File: config.mk
export PLATFORM = sky130hd
export DESIGN_NAME = get_certificate_sequencer_flat
export DESIGN_NICKNAME = d
export VERILOG_FILES = /design/src/rtl/get_certificate_sequencer_pkg.sv /design/src/rtl/get_certificate_sequencer_if.sv /design/src/rtl/get_certificate_sequencer_auth_resp_timer.sv /design/src/rtl/get_certificate_sequencer.sv /design/src/flat_wrapper.sv
export SDC_FILE = /design/constraint.sdc
export NUM_CORES = 1
export LEC_CHECK = 0
export CORE_MARGIN = 1.5
export CORE_UTILIZATION = 40
export DETAILED_ROUTE_END_ITERATION = 10
export MAX_ROUTING_LAYER = met4
export PLACE_DENSITY = 0.6
export SETUP_SLACK_MARGIN = 0.2
export SLEW_MARGIN = 10
export SYNTH_ARGS = -nofsm -noshare
export SYNTH_HDL_FRONTEND = slang
export SYNTH_SLANG_ARGS = --single-unit
File: constraint.sdc
create_clock -name clk -period 4.6 [get_ports clk]
set_input_delay 0.46 -clock clk [delete_from_list [all_inputs] [get_ports clk]]
set_output_delay 0.46 -clock clk [all_outputs]
set_load 0.01 [all_outputs]
File: src/rtl/get_certificate_sequencer_pkg.sv
// get_certificate_sequencer_pkg: shared states, error codes and request constants for the cert-chain reader
package get_certificate_sequencer_pkg;
  typedef enum logic [2:0] {S_IDLE, S_ISSUE, S_WAIT, S_CHECK, S_DONE, S_ERR} state_t;
  localparam logic [2:0] ERR_NONE = 3'd0;
  localparam logic [2:0] ERR_TIMEOUT = 3'd1;
  localparam logic [2:0] ERR_RESP = 3'd2;
  localparam logic [2:0] ERR_CHAIN = 3'd3;
  localparam logic [2:0] ERR_SIZE = 3'd4;
  localparam logic [15:0] MIN_CHAIN_LEN = 16'd4;
  localparam logic [7:0] REQ_GET_CERTIFICATE = 8'h82;
  // The first chunk is always a full MAX_CHUNK because chain_len is unknown until its reply.
  function automatic logic [15:0] chunk_len(input logic [15:0] off, input logic [15:0] clen, input logic [15:0] max_chunk);
    logic [15:0] rem;
    rem = (clen > off) ? clen - off : 16'd0;
    return (off == 16'd0) ? max_chunk : ((rem < max_chunk) ? rem : max_chunk);
  endfunction
endpackage

File: src/rtl/get_certificate_sequencer_if.sv
// get_certificate_sequencer_if: request/reply channel between a sequencer and the message builder
interface get_certificate_sequencer_if;
  logic req_valid;
  logic req_ready;
  logic [7:0] req_type;
  logic [1:0] req_slot;
  logic [15:0] req_offset;
  logic [15:0] req_length;
  logic resp_valid;
  logic resp_is_error;
  logic [15:0] resp_bytes;
  logic [15:0] resp_chain_len;
  modport master (
    output req_valid, req_type, req_slot, req_offset, req_length,
    input req_ready, resp_valid, resp_is_error, resp_bytes, resp_chain_len
  );
  modport slave (
    input req_valid, req_type, req_slot, req_offset, req_length,
    output req_ready, resp_valid, resp_is_error, resp_bytes, resp_chain_len
  );
endinterface

File: src/rtl/get_certificate_sequencer_auth_resp_timer.sv
// auth_resp_timer: reply-wait counter with clear/enable; expired holds until the next clear
module auth_resp_timer #(
  parameter int CYCLES = 4096
) (
  input  logic clk,
  input  logic reset_L,
  input  logic clear,
  input  logic en,
  output logic expired
);
  localparam int W = $clog2(CYCLES) + 1;
  logic [W-1:0] cnt;
  always_ff @(posedge clk or negedge reset_L)
    if (!reset_L) cnt <= '0;
    else if (clear) cnt <= '0;
    else if (en && !expired) cnt <= cnt + W'(1);
  assign expired = cnt == W'(CYCLES - 1);
endmodule

File: src/rtl/get_certificate_sequencer.sv
// get_certificate_sequencer: reads one slot's certificate chain in chunks with timeout and bounded retry
module get_certificate_sequencer
  import get_certificate_sequencer_pkg::*;
#(
  parameter logic [15:0] MAX_CHUNK = 16'd256,
  parameter int MAX_RETRIES = 2,
  parameter int TIMEOUT_CYCLES = 4096
) (
  input  logic clk,
  input  logic reset_L,
  input  logic start,
  input  logic abort,
  input  logic [1:0] slot,
  output logic busy,
  output logic done,
  output logic error,
  output logic [2:0] error_code,
  output logic [15:0] chain_len,
  get_certificate_sequencer_if.master bus
);
  state_t state;
  logic [15:0] offset;
  logic [15:0] len_q;
  logic [7:0] retry;
  logic r_err;
  logic [15:0] r_bytes;
  logic [15:0] r_clen;
  logic t_exp;
  logic [15:0] clen_n;
  logic [16:0] off_n;
  logic len_ok;
  auth_resp_timer #(.CYCLES(TIMEOUT_CYCLES)) u_timer (
    .clk(clk),
    .reset_L(reset_L),
    .clear(bus.req_valid && bus.req_ready),
    .en(state == S_WAIT),
    .expired(t_exp)
  );
  assign bus.req_type = REQ_GET_CERTIFICATE;
  assign bus.req_offset = offset;
  assign bus.req_length = len_q;
  assign clen_n = (offset == 16'd0) ? r_clen : chain_len;
  assign off_n = {1'b0, offset} + {1'b0, r_bytes};
  // A short first reply is legal only when it carries the whole (sub-chunk) chain.
  assign len_ok = (r_bytes == len_q || (offset == 16'd0 && clen_n < MAX_CHUNK && r_bytes == clen_n))
                  && off_n <= {1'b0, clen_n};
  always_ff @(posedge clk or negedge reset_L)
    if (!reset_L) begin
      state <= S_IDLE;
      busy <= 1'b0;
      done <= 1'b0;
      error <= 1'b0;
      error_code <= ERR_NONE;
      chain_len <= '0;
      offset <= '0;
      len_q <= '0;
      retry <= '0;
      r_err <= 1'b0;
      r_bytes <= '0;
      r_clen <= '0;
      bus.req_valid <= 1'b0;
      bus.req_slot <= '0;
    end else if (abort) begin
      state <= S_IDLE;
      busy <= 1'b0;
      done <= 1'b0;
      error <= 1'b0;
      bus.req_valid <= 1'b0;
    end else begin
      done <= 1'b0;
      error <= 1'b0;
      case (state)
        S_IDLE: if (start) begin
          state <= S_ISSUE;
          busy <= 1'b1;
          bus.req_valid <= 1'b1;
          bus.req_slot <= slot;
          offset <= '0;
          chain_len <= '0;
          retry <= '0;
          error_code <= ERR_NONE;
          len_q <= MAX_CHUNK;
        end
        S_ISSUE: if (bus.req_ready) begin
          bus.req_valid <= 1'b0;
          state <= S_WAIT;
        end
        S_WAIT: if (bus.resp_valid) begin
          r_err <= bus.resp_is_error;
          r_bytes <= bus.resp_bytes;
          r_clen <= bus.resp_chain_len;
          state <= S_CHECK;
        end else if (t_exp) begin
          if (retry < 8'(MAX_RETRIES)) begin
            retry <= retry + 8'd1;
            bus.req_valid <= 1'b1;
            state <= S_ISSUE;
          end else begin
            error <= 1'b1;
            error_code <= ERR_TIMEOUT;
            busy <= 1'b0;
            state <= S_ERR;
          end
        end
        S_CHECK: if (r_err) begin
          if (retry < 8'(MAX_RETRIES)) begin
            retry <= retry + 8'd1;
            bus.req_valid <= 1'b1;
            state <= S_ISSUE;
          end else begin
            error <= 1'b1;
            error_code <= ERR_RESP;
            busy <= 1'b0;
            state <= S_ERR;
          end
        end else if (offset == 16'd0 && r_clen < MIN_CHAIN_LEN) begin
          error <= 1'b1;
          error_code <= ERR_CHAIN;
          busy <= 1'b0;
          state <= S_ERR;
        end else begin
          chain_len <= clen_n;
          if (!len_ok) begin
            error <= 1'b1;
            error_code <= ERR_SIZE;
            busy <= 1'b0;
            state <= S_ERR;
          end else begin
            offset <= off_n[15:0];
            retry <= '0;
            if (off_n[15:0] == clen_n) begin
              done <= 1'b1;
              busy <= 1'b0;
              state <= S_DONE;
            end else begin
              len_q <= chunk_len(off_n[15:0], clen_n, MAX_CHUNK);
              bus.req_valid <= 1'b1;
              state <= S_ISSUE;
            end
          end
        end
        S_DONE: state <= S_IDLE;
        S_ERR: state <= S_IDLE;
        default: state <= S_IDLE;
      endcase
    end
endmodule

File: src/flat_wrapper.sv
// flat-port wrapper written by rule: the top's interface ports become plain ports
module get_certificate_sequencer_flat import get_certificate_sequencer_pkg::*;
#(
  parameter logic [15:0] MAX_CHUNK = 16'd256,
  parameter int MAX_RETRIES = 2,
  parameter int TIMEOUT_CYCLES = 4096
)
  (clk, reset_L, start, abort, slot, busy, done, error, error_code, chain_len, bus_req_valid, bus_req_type, bus_req_slot, bus_req_offset, bus_req_length, bus_req_ready, bus_resp_valid, bus_resp_is_error, bus_resp_bytes, bus_resp_chain_len);
  get_certificate_sequencer_if bus_i ();
  input  logic clk;
  input  logic reset_L;
  input  logic start;
  input  logic abort;
  input  logic [1:0] slot;
  output logic busy;
  output logic done;
  output logic error;
  output logic [2:0] error_code;
  output logic [15:0] chain_len;
  output wire logic [$bits(bus_i.req_valid)-1:0] bus_req_valid;
  output wire logic [$bits(bus_i.req_type)-1:0] bus_req_type;
  output wire logic [$bits(bus_i.req_slot)-1:0] bus_req_slot;
  output wire logic [$bits(bus_i.req_offset)-1:0] bus_req_offset;
  output wire logic [$bits(bus_i.req_length)-1:0] bus_req_length;
  input wire logic [$bits(bus_i.req_ready)-1:0] bus_req_ready;
  input wire logic [$bits(bus_i.resp_valid)-1:0] bus_resp_valid;
  input wire logic [$bits(bus_i.resp_is_error)-1:0] bus_resp_is_error;
  input wire logic [$bits(bus_i.resp_bytes)-1:0] bus_resp_bytes;
  input wire logic [$bits(bus_i.resp_chain_len)-1:0] bus_resp_chain_len;
  assign bus_req_valid = bus_i.req_valid;
  assign bus_req_type = bus_i.req_type;
  assign bus_req_slot = bus_i.req_slot;
  assign bus_req_offset = bus_i.req_offset;
  assign bus_req_length = bus_i.req_length;
  assign bus_i.req_ready = bus_req_ready;
  assign bus_i.resp_valid = bus_resp_valid;
  assign bus_i.resp_is_error = bus_resp_is_error;
  assign bus_i.resp_bytes = bus_resp_bytes;
  assign bus_i.resp_chain_len = bus_resp_chain_len;
  get_certificate_sequencer #(.MAX_CHUNK(MAX_CHUNK), .MAX_RETRIES(MAX_RETRIES), .TIMEOUT_CYCLES(TIMEOUT_CYCLES)) u_core (.clk(clk), .reset_L(reset_L), .start(start), .abort(abort), .slot(slot), .busy(busy), .done(done), .error(error), .error_code(error_code), .chain_len(chain_len), .bus(bus_i));
endmodule
; Word level (Yosys, flattened, before mapping)
; Cells that the tools add are included.
[totals]
output_inout_bits = 65
in_bits = 41
elab_cells = 162
ff_bits = 114
[classes]
magnitude_cmp = 6
bitwise = 1
n_eq_ne = 28
muxes = 82
reduce_logical = 26
addsub = 4
[ops]
columns = operator, count
row1 = 16-bit 2-to-1 mux, 15
row2 = 16-bit case mux with 2 select lines, 3
row3 = 8-bit 2-to-1 mux, 7
row4 = 3-bit 2-to-1 mux, 18
row5 = 16-bit == test, 3
row6 = 16-bit logical NOT, 2
row7 = "16-bit by 9-bit less-than comparator with 1-bit output, second input constant", 2
row8 = 1-bit 2-to-1 mux, 31
row9 = 13-bit 2-to-1 mux, 2
row10 = 8-bit case mux with 3 select lines, 1
row11 = 16-bit by 16-bit adder with 17-bit output, 1
row12 = 17-bit by 16-bit <= comparator with 1-bit output, 1
row13 = 16-bit > comparator, 1
row14 = "16-bit by 3-bit less-than comparator with 1-bit output, second input constant", 1
row15 = "4-bit by 3-bit inequality test with 1-bit output, second input constant", 4
row16 = 8-bit AND reduction, 2
row17 = 16-bit subtractor, 1
row18 = 7-bit AND reduction, 2
row19 = "13-bit by 1-bit adder with 13-bit output, second input constant", 1
row20 = "13-bit by 12-bit == test with 1-bit output, second input constant", 1
row21 = "2-bit inequality test, second input constant", 6
row22 = "3-bit inequality test, second input constant", 4
row23 = 3-bit case mux with 4 select lines, 1
row24 = 5-bit AND reduction, 2
row25 = 24 further kinds, 35

; Longest topological paths before layout
; Gate-level depths: netlist (run 1).
[logic_depth]
word_depth = 12
ltp_mapped = 19
mapped_depth_nobuf = 17

; Modules after synthesis
; From an unflattened synthesis (run 1), not the netlist that was laid out.
[hier_totals]
cells_unflattened = 817
hier_area_um2 = 7729.9
[modules_own_cells]
columns = mod, seq_area_each_um2, cells_per_inst, instances, area_each_um2
row1 = get_certificate_sequencer, 2527.4, 745, 1, 6979.2
row2 = auth_resp_timer, 325.3, 72, 1, 750.7

; Worst setup path before layout (run 1)
; Ideal clock, no wire load.
[synth_path]
kind = reg2reg
startpoint = register u_core.offset[0] (netlist: u_core.bus.req_offset[0])
endpoint = register u_core.offset[11] (netlist: u_core.bus.req_offset[11])
required_time_ps = 4479
arrival_ps = 4517
period_less_slack_ps = 4638
setup_slack_ps = -38
stages_incl_launch_ff = 20
cell_sequence = dfrtp_1 > ha_1 > fa_1 > a211oi_1 > o21ai_1 > a221oi_2 > a221o_1 > nand2_1 > xor2_1 > ha_1 > clkbuf_1 > a211oi_1 > o211ai_1 > a31oi_1 > a221o_1 > nor2_1 > nand3b_4 > a221o_1 > buf_2 > a22o_1
[synth_via]
elab_chain_len = 9
word_cells_on_any_way = 18
classes_between = add/sub: 1 / order compare: 2 / eq/ne: 3 / mux: 5 / reduce/logical: 7
[synth_rtl]
columns = element, line_no
row1 = start: declaration, get_certificate_sequencer.sv:22  ; logic [15:0] offset;
row2 = start signal: assignment, get_certificate_sequencer.sv:129  ; offset <= off_n[15:0];
row3 = branches (longest 9 deep; another with 16-bit by 16-bit adder with 17-bit output), n/a
; Several ways; the timed one is not identified. The select of a mux whose other input is x is not followed.
; A chain may end at the register's enable or synchronous reset.

; Worst setup path after layout (run 1)
[layout_path]
startpoint = register u_core.r_bytes[7]
endpoint = register u_core.len_q[6] (netlist: u_core.bus.req_length[6])
[layout_via]
elab_chain_len = 11
word_cells_on_any_way = 23
classes_between = add/sub: 2 / order compare: 3 / eq/ne: 5 / mux: 8 / reduce/logical: 5
[layout_rtl]
columns = element, line_no
row1 = start: declaration, get_certificate_sequencer.sv:26  ; logic [15:0] r_bytes;
row2 = start signal: assignment, get_certificate_sequencer.sv:90  ; r_bytes <= bus.resp_bytes;
row3 = 16-bit by 16-bit adder with 17-bit output, get_certificate_sequencer.sv:43  ; assign off_n = {1'b0, offset} + {1'b0, r_bytes};
row4 = 16-bit subtractor or 16-bit > comparator (tied branches), get_certificate_sequencer_pkg.sv:14  ; rem = (clen > off) ? clen - off : 16'd0;
row5 = 16-bit 2-to-1 mux, get_certificate_sequencer_pkg.sv:14
row6 = 16-bit by 9-bit less-than comparator with 1-bit output, get_certificate_sequencer_pkg.sv:15  ; return (off == 16'd0) ? max_chunk : ((rem < max_chunk) ? rem : max_chunk);
row7 = 16-bit 2-to-1 mux (2 in a row), get_certificate_sequencer_pkg.sv:15
row8 = 16-bit 2-to-1 mux, get_certificate_sequencer.sv:131  ; if (off_n[15:0] == clen_n) begin
row9 = 16-bit 2-to-1 mux, get_certificate_sequencer.sv:123  ; if (!len_ok) begin
row10 = 16-bit 2-to-1 mux, get_certificate_sequencer.sv:116  ; end else if (offset == 16'd0 && r_clen < MIN_CHAIN_LEN) begin
row11 = 16-bit 2-to-1 mux, get_certificate_sequencer.sv:105  ; S_CHECK: if (r_err) begin
row12 = 16-bit case mux with 2 select lines, get_certificate_sequencer.sv:72  ; case (state)
row13 = end signal: assignment, get_certificate_sequencer.sv:136  ; len_q <= chunk_len(off_n[15:0], clen_n, MAX_CHUNK);
row14 = end: declaration, get_certificate_sequencer.sv:23  ; logic [15:0] len_q;
; Parallel ways exist; a longest one is shown, timed or not. The select of a mux whose other input is x is not followed.

==> metrics.txt, run 1 <==
run status=finished, violations left; failing checks=DRC; Synth Flop Type=dfrtp_1; final hold violation count=0; area grow syn2layout=33.5%; worst slew pin tran=0.931 ns; CTS tree=done; HPWL after detailed placement=17.2 mm; CP delay by family, top=compound AO/OA/AOI/OAI gates; GRT Util Overall=0.245; Core Region=0.0181 mm²; Cells after Synth=783; crit path max fanout=8; Reg2Reg Setup Slack=0.30 ns; # setup viols final=0; most frequent cells in the layout=112 x dfrtp_1, 96 x clkdlybuf4s50_1, 55 x buf_4; cell depth of the worst setup path=18; cells on worst reg2reg path=18; # nets final=1024; Synth Cell Area=0.00745 mm²; proportion of layout cells with a drive suffix above 1=0.191; Slew Limit Fails=0; Fillers=1648; FP Rows=49; register bit total from synthesis=114; initial antenna violation count=0; RSZ-0062 raised after global routing=yes; die span in y=140 µm; Ant. Diodes=0; EDFF count, synth=0; placed instance area=0.00896 mm²; WP buf/inv=3; placer congestion estimate=0.930; kind of end point of the critical path=register; Syn Area/Cell=9.52 µm²; final worst-path cycle share=0.934; clock skew=0.00832 ns; first-pass GRT wire length=35.4 mm; drt drc=10; synth unique cells=68; Pwr Density=628 mW/mm²; vias after detailed routing=6623; minimum clock period=4.30 ns; DRT antenna net count=0; Worst setup SP type=register; Min Hold Slack=0.0837 ns; most frequent CP cell=buf_4; largest net degree at the start of global routing=55; Static Leakage=0.00455 µW; Rel. slew slack=0.374; CTS Sinks=114; initial DRC count=732; CP peak stage delay=0.48 ns; clk_lat worst skew=0.43 ns; PortBufs=97; commonest non-fill, non-tap cell in the layout=dfrtp_1; Slowest cell on crit path=or4_1; maximum clock path buffer count=2; die span in x=140 µm; # Max-Cap Violations=0; Async S/R FF share, synth=1.00; Seq/Total Area, Yosys=0.383; Remaining Overflow, GRT=0; YS warnings=0; vias in the first global route=6342; maximum VDD drop=0.000340 V; CTS Buf Count=17; Top Ports=106; critical path class=reg2reg; root buffer cell=clkbuf_16; Routed WL=22.9 mm; HP Class=in2async; WL per Instance=19.5 µm; drt first pass iters=8; worst path cell trace=ha_4 > o2111a_1 > o31a_1 > a21oi_2 > or4_1 > o311ai_1 > buf_4 > ha_1 > buf_4 > a21o_1 > o21bai_1 > mux2_2 > a311o_1 > o21a_1 > o31a_1 > nand3_1 > buf_4 > o31ai_1; Finished Cell Area=0.00995 mm²; vias per inst=5.65; CP Data Required Time=4.87 ns; critical path arrival=4.56 ns; max frequency=233 MHz; Clock transition at path regs=0.06 ns; Die ar.=0.0195 mm²; H-tree lvl count=4; Initial Util=0.411
-- worst reg2reg max path: stages, from the launching register on --
cell and delay [ns]:
dfrtp_2 0.45, ha_4 0.31, o2111a_1 0.25, o31a_1 0.22
a21oi_2 0.09, or4_1 0.48, o311ai_1 0.10, buf_4 0.20
ha_1 0.27, buf_4 0.18, a21o_1 0.17, o21bai_1 0.18
mux2_2 0.28, a311o_1 0.31, o21a_1 0.11, o31a_1 0.12
nand3_1 0.15, buf_4 0.19, o31ai_1 0.08
-- final cells by class --
type                    count  area (µm²)  share of cell area
multi-input cells         597        4600               0.462
well taps                 229         287              0.0288
flip-flops and latches    114        2860               0.287
repair buffers            158        1470               0.148
inverters                  43         161              0.0162
clock buffers              19         443              0.0445
clock inverters            13         136              0.0137
-- stage by stage --
step	utilization	total power [µW]	std cells	TNS, ns	worst slack (ns)
after CTS	0.530	5920	1161	0	0.204
after floorplan	-	3470	789	0	0.201
after global placement	0.494	4540	1125	0	0.0168
after global routing	0.548	6650	1173	0	0.151
final	0.548	6250	1173	0	0.304
after detailed placement	0.494	4520	1125	-0.776	-0.0569
-- metal layers --
metal | GRT usage | wire length (µm)
met2 | 0.341 | 9860
met4 | 0.0694 | 331
met3 | 0.0379 | 1260
met1 | 0.363 | 11400
met5 | - | 0
-- registers in the layout, summed over array words and instances (netlist names), 2 cells and up --
register,cells
u_core.chain_len,16
u_core.bus.req_slot,2
u_core.state,3
u_core.r_clen,16
u_core.retry,8
u_core.r_bytes,16
u_core.u_timer.cnt,13
u_core.bus.req_offset,16
u_core.error_code,3
u_core.bus.req_length,16
-- synth_stat cells, types with 16 or more instances --
cell type  number  area (µm²)
dfrtp_1       114        2850
nand2_1        53         199
ha_1           50         626
nor2_1         44         165
o21ai_0        44         220
inv_1          43         161
a21oi_1        41         205
xnor2_1        38         333
mux2_2         34         383
nand3_1        31         155
clkbuf_1       23        86.3
mux2i_1        19         190
a22o_1         18         158
nor4_1         18         113
and2_1         17         106
xor2_1         16         140
-- cell families after synthesis --
kind of cell,share of synthesized area
simple gates,0.168
compound gates,0.172
other cells,0.00101
fa+ha+maj,0.0893
buf+inv,0.0440
flops,0.383
mux,0.0799
xor+xnor,0.0635
-- timing repair --
item                       in CTS  in global routing
hold buffers                    0                  0
pin swaps                       7                 17
setup endpoints to repair      30                 37
resized for setup               8                 45
gates cloned                    0                  1
buffers inserted                4                 11
-- where the power goes --
group          internal, µW  switching, µW  leakage (µW)
logic                  1580           1840       0.00274
registers              1200            323       0.00153
clock network           808            501      0.000275
total                  3590           2660       0.00455
-- worst paths after layout --
kind,startpoint,to
worst max-delay path,u_core.r_bytes[7],u_core.bus.req_length[6]
min in group clk,u_core.bus.req_slot[1],u_core.bus.req_slot[1]
worst min-delay path,reset_L,u_core.r_clen[2]
max in group asynchronous,reset_L,u_core.error_code[1]
worst max register to register,u_core.r_bytes[7],u_core.bus.req_length[6]
worst min register to register,u_core.bus.req_slot[1],u_core.bus.req_slot[1]
Power figures use the tool's default switching activity.
==> run 2: changes to the inputs <==
--- a/config.mk
+++ b/config.mk
@@ -9,7 +9,7 @@
 export CORE_UTILIZATION = 40
 export DETAILED_ROUTE_END_ITERATION = 10
 export MAX_ROUTING_LAYER = met4
-export PLACE_DENSITY = 0.6
+export PLACE_DENSITY = 0.68
 export SETUP_SLACK_MARGIN = 0.2
 export SLEW_MARGIN = 10
 export SYNTH_ARGS = -nofsm -noshare
==> run 2 against run 1 <==
  * The run still ends with DRC left
  * Sequential power hardly changed
  * First-iteration DRC count down 24%
  * Core utilization grew 0.30 points
  * Maximum frequency down 2.6%
  * Power up 0.64%
  * Global-route usage fell by 0.23 points
  * Die area stayed put
  * Critical path depth grew 1
  * Routed wire length shrank 0.84%
==> metrics.txt, run 2 (synthesis results as in run 1) <==
Remaining Overflow, GRT=0; Min Hold Slack=0.155 ns; # setup viols final=0; critical path arrival=4.72 ns; CTS Sinks=114; Slew Limit Fails=0; run status=finished, violations left; WP buf/inv=2; CP Data Required Time=4.91 ns; setup TNS=0 ns; area grow syn2layout=34.2%; vias per inst=5.63; die span in x=140 µm; FP Rows=49; worst path cell trace=ha_2 > fa_2 > a211oi_4 > o21ai_2 > a221oi_2 > a221o_1 > nand2_2 > xor2_2 > ha_1 > a211oi_2 > o211ai_1 > a31oi_1 > a221o_1 > nor2_1 > nand3b_4 > buf_6 > a221o_1 > buf_12 > a22o_1; crit path max fanout=23; Pwr Density=629 mW/mm²; root buffer cell=clkbuf_16; Final Power=6290 µW; final hold violation count=0; clk_lat worst skew=0.43 ns; clock skew=0.00806 ns; die span in y=140 µm; setup slack after layout=0.190 ns; CP delay by family, top=compound AO/OA/AOI/OAI gates; worst slew pin tran=0.977 ns; drt drc=12; maximum clock path buffer count=2; CTS Buf Count=17; # Max-Cap Violations=0; Clock transition at path regs=0.06 ns; initial antenna violation count=0; PortBufs=97; WL per Instance=19.2 µm; Rel. slew slack=0.349; Slowest cell on crit path=dfrtp_1; commonest non-fill, non-tap cell in the layout=dfrtp_1; placer congestion estimate=0.943; Initial Util=0.411; most frequent cells in the layout=114 x dfrtp_1, 96 x clkdlybuf4s50_1, 64 x buf_4; cells on worst reg2reg path=19; minimum clock period=4.41 ns; failing checks=DRC; initial DRC count=556; RSZ-0062 raised after global routing=yes; final worst-path cycle share=0.959; Static Leakage=0.00461 µW; Core Region=0.0181 mm²; HPWL after detailed placement=16.6 mm; hold buffer count at CTS=0; proportion of layout cells with a drive suffix above 1=0.198; vias after detailed routing=6660; max frequency=227 MHz; Routed WL=22.7 mm; maximum VDD drop=0.000392 V; RR Startpoint=u_core.bus.req_offset[0]; vias in the first global route=6331; Fillers=1617; Top Ports=106; worst slack, placed=-0.231 ns; CP peak stage delay=0.38 ns; kind of end point of the critical path=register; Reg2Reg Setup Slack=0.19 ns; HP Class=in2async; Ant. Diodes=0; DRT antenna net count=0; Die ar.=0.0195 mm²; drt first pass iters=8; RR Endpoint=u_core.bus.req_offset[1]; largest net degree at the start of global routing=76; CTS tree=done; placed instance area=0.00898 mm²; critical path class=reg2reg; Worst setup SP type=register; Finished Cell Area=0.0100 mm²; first-pass GRT wire length=35.4 mm; CP startpoint=u_core.bus.req_offset[0]; GRT Util Overall=0.242; most frequent CP cell=a221o_1; # nets final=1035; H-tree lvl count=4; Reg area=0.00285 mm²; footprint of the multi-input gates=0.00458 mm²
-- run 2: cell types whose count changed in the layout (fill, tap and decap cells not counted), sizes merged --
cell	delta
clkbuf	+3
clkinvlp	-2
clkinv	-1
inv	-1
a41oi	+1
buf	+10
-- run 2: routing by layer --
metal  track usage  up-vias  part of all wire
li1              -     3148                 -
met1         0.344     3263              0.48
met2         0.358      218              0.45
met3        0.0392       31             0.058
met4        0.0644        0             0.016
met5             -        -                 0
-- run 2: repair_timing --
| item | CTS | global route |
|---|---|---|
| pin swaps | 7 | 18 |
| buffers inserted | 3 | 19 |
| setup endpoints to repair | 43 | 45 |
| gates cloned | 0 | 1 |
| resized for setup | 11 | 40 |
-- run 2: stage by stage --
step | utilization | std cells
global placement | 0.495 | 1129
CTS | 0.531 | 1163
detailed placement | 0.495 | 1129
finish | 0.551 | 1183
floorplan | - | 789
global route | 0.551 | 1183
-- run 2: layout make-up --
class / count / area share
repair buffers: 168 / 0.156
well taps: 229 / 0.0286
clock inverters: 9 / 0.0108
clock buffers: 22 / 0.0464
inverters: 43 / 0.0161
multi-input cells: 598 / 0.457
flip-flops and latches: 114 / 0.285
-- run 2: worst max path at each step --
| stage | to | slack [ns] | cells past startpoint |
|---|---|---|---|
| after floorplan | u_core.bus.req_offset[11] | 0.20 | 19 |
| after global placement | u_core.bus.req_offset[15] | -0.03 | 17 |
| after detailed placement | u_core.bus.req_offset[13] | -0.23 | 17 |
| after CTS | u_core.bus.req_offset[13] | 0.10 | 19 |
| after global routing | u_core.bus.req_offset[13] | -0.04 | 19 |
| final | u_core.bus.req_offset[1] | 0.19 | 19 |
-- run 2: power by group --
group | internal (µW) | switching (µW)
Combinational | 1620 | 1850
Clock | 820 | 483
Sequential | 1200 | 318
Total | 3650 | 2650
==> run 3: changes to the inputs <==
--- a/config.mk
+++ b/config.mk
@@ -8,6 +8,7 @@
 export CORE_MARGIN = 1.5
 export CORE_UTILIZATION = 40
 export DETAILED_ROUTE_END_ITERATION = 10
+export GPL_TIMING_DRIVEN = 0
 export MAX_ROUTING_LAYER = met4
 export PLACE_DENSITY = 0.68
 export SETUP_SLACK_MARGIN = 0.2
==> run 3 against run 2 <==
  * The flow still finishes with violations (DRC)
  * Die area unchanged
  * Flip-flop and latch count unchanged
  * Final cell count increased by 0.17%
  * Clock power increased by 8%
  * Via count increased by 0.53%
  * Sequential share of layout area decreased by 0.52 points
  * Global-route usage increased by 0.16 points
  * Worst setup slack got worse by 0.045 ns
  * Core utilization increased by 1.1 points
==> metrics.txt, run 3 (synthesis results as in run 1) <==
Die ar.=0.0195 mm²; critical path class=reg2reg; max frequency=224 MHz; Fillers=1568; vias in the first global route=6430; HP Class=reg2reg; RR Startpoint=u_core.r_bytes[0]; Reg area=0.00286 mm²; Core Region=0.0181 mm²; Pwr Density=628 mW/mm²; WP buf/inv=2; footprint of the multi-input gates=0.00474 mm²; setup TNS=0 ns; DRT antenna net count=0; FP Rows=49; Comb power frac=0.543; run status=finished, violations left; Reg2Reg Setup Slack=0.15 ns; commonest non-fill, non-tap cell in the layout=dfrtp_1; Finished Cell Area=0.0102 mm²; worst path cell trace=ha_4 > fa_2 > a211oi_4 > o21ai_2 > a221oi_2 > a221o_1 > nand2_2 > xor2_4 > ha_4 > buf_8 > a211oi_4 > o211ai_1 > a31oi_1 > a221o_1 > nor2_2 > nand3b_4 > a221o_2 > buf_6 > a22o_1; Post-Place Cells=1116; GRT Util Overall=0.244; switching share of power=0.424; # nets final=1036; Hold Path Depth=2; CP delay by family, top=compound AO/OA/AOI/OAI gates; cells on worst reg2reg path=19; worst slack, placed=-1.29 ns; vias per inst=5.65; Top Ports=106; RSZ-0062 raised after global routing=yes; final std cells w/o fill=1185; min-delay src=u_core.bus.req_slot[1]; area grow syn2layout=36.9%; vias after detailed routing=6695; CTS tree=done; CTS Sinks=114; root buffer cell=clkbuf_16; Slowest cell on crit path=a221o_2; RR Endpoint=u_core.bus.req_offset[6]; CP Data Required Time=4.90 ns; clock skew=0.00985 ns; Remaining Overflow, GRT=0; CP peak stage delay=0.47 ns; critical path arrival=4.76 ns; final hold violation count=0; drt drc=12; placed instance area=0.00878 mm²; Util after Layout=0.562; first-pass GRT wire length=35.6 mm; minimum clock period=4.45 ns; # Max-Cap Violations=0; worst slew pin tran=1.39 ns; switching power=2720 µW; die span in y=140 µm; initial DRC count=606; Initial Util=0.411; total internal power=3690 µW; Slew Limit Fails=0; Seq pwr share=0.237; WL per Instance=19.4 µm; clk_lat worst skew=0.43 ns; Routed WL=23.0 mm; most frequent cells in the layout=112 x dfrtp_1, 96 x clkdlybuf4s50_1, 50 x nand2_1; maximum clock path buffer count=2; largest net degree at the start of global routing=73; Ant. Diodes=0; kind of end point of the critical path=register; Worst Hold Path EP=u_core.bus.req_slot[1]; HPWL after detailed placement=16.8 mm; crit path max fanout=5; PortBufs=97; CTS Buf Count=17; placer congestion estimate=0.902; setup slack after layout=0.145 ns; # setup viols final=0; Clock transition at path regs=0.06 ns; failing checks=DRC; final worst-path cycle share=0.968; maximum VDD drop=0.000307 V; Rel. slew slack=0.0661; Worst setup SP type=register; proportion of layout cells with a drive suffix above 1=0.217; initial antenna violation count=0; die span in x=140 µm; Clock power frac=0.220; H-tree lvl count=4; Static Leakage=0.00462 µW; drt first pass iters=8
-- run 3: how the worst max path moves through the flow --
stage	start	end	slack, ns	depth (start not counted)
2_1_floorplan	u_core.bus.req_offset[0]	u_core.bus.req_offset[11]	0.20	19
3_3_place_gp	reset_L	u_core.bus.req_length[15]	-1.43	1
3_5_place_dp	u_core.bus.req_offset[15]	u_core.bus.req_length[2]	-1.29	16
4_1_cts	u_core.r_bytes[0]	u_core.bus.req_offset[2]	-0.01	19
5_1_grt	u_core.r_bytes[0]	u_core.bus.req_offset[6]	-0.09	19
6_report	u_core.r_bytes[0]	u_core.bus.req_offset[6]	0.15	19
-- run 3: final cells by class --
| cell class | count | area share |
|---|---|---|
| plain buffers | 35 | 0.0220 |
| repair buffers | 135 | 0.128 |
| clock buffers | 19 | 0.0434 |
| multi-input cells | 597 | 0.465 |
| clock inverters | 13 | 0.0180 |
| flip-flops and latches | 114 | 0.280 |
| well taps | 229 | 0.0281 |
| inverters | 43 | 0.0158 |
-- run 3: power by group through the flow --
| stage | sequential [µW] | clock (µW) | combinational (µW) |
|---|---|---|---|
| floorplan | 1400 | 0 | 2070 |
| global route | 1530 | 1480 | 3800 |
| global placement | 1510 | 0 | 2800 |
| CTS | 1500 | 1430 | 3180 |
| finish | 1520 | 1410 | 3480 |
| detailed placement | 1500 | 0 | 2810 |
-- run 3: through the flow --
step | hold WS, ns | power (µW)
2_1_floorplan | 0.164 | 3470
3_3_place_gp | 0.470 | 4300
3_5_place_dp | 0.416 | 4310
4_1_cts | 0.486 | 6100
5_1_grt | 0.496 | 6810
6_report | 0.482 | 6410
-- run 3: timing repair --
action | CTS | global route
gates resized for setup | 67 | 54
endpoints found under the hold margin | 42 | 0
setup endpoints to repair | 49 | 49
cloned | 0 | 2
hold buffers | 1 | 0
pin swaps | 32 | 44
setup buffers | 21 | 13
-- run 3: worst min-delay path, delay by kind of cell (launching register included) --
kind | cells | cell delay (ns)
and+or+nand+nor | 2 | 0.10
DFF | 1 | 0.35
-- run 3: layer usage --
metal  track usage  up-vias  wire, µm  share of wire
li1              -     3141         -              -
met4        0.0857        0       608          0.026
met1         0.338     3240     10500           0.46
met5             -        -         0              0
met2         0.354      274     10400           0.45
met3        0.0482       40      1530          0.066
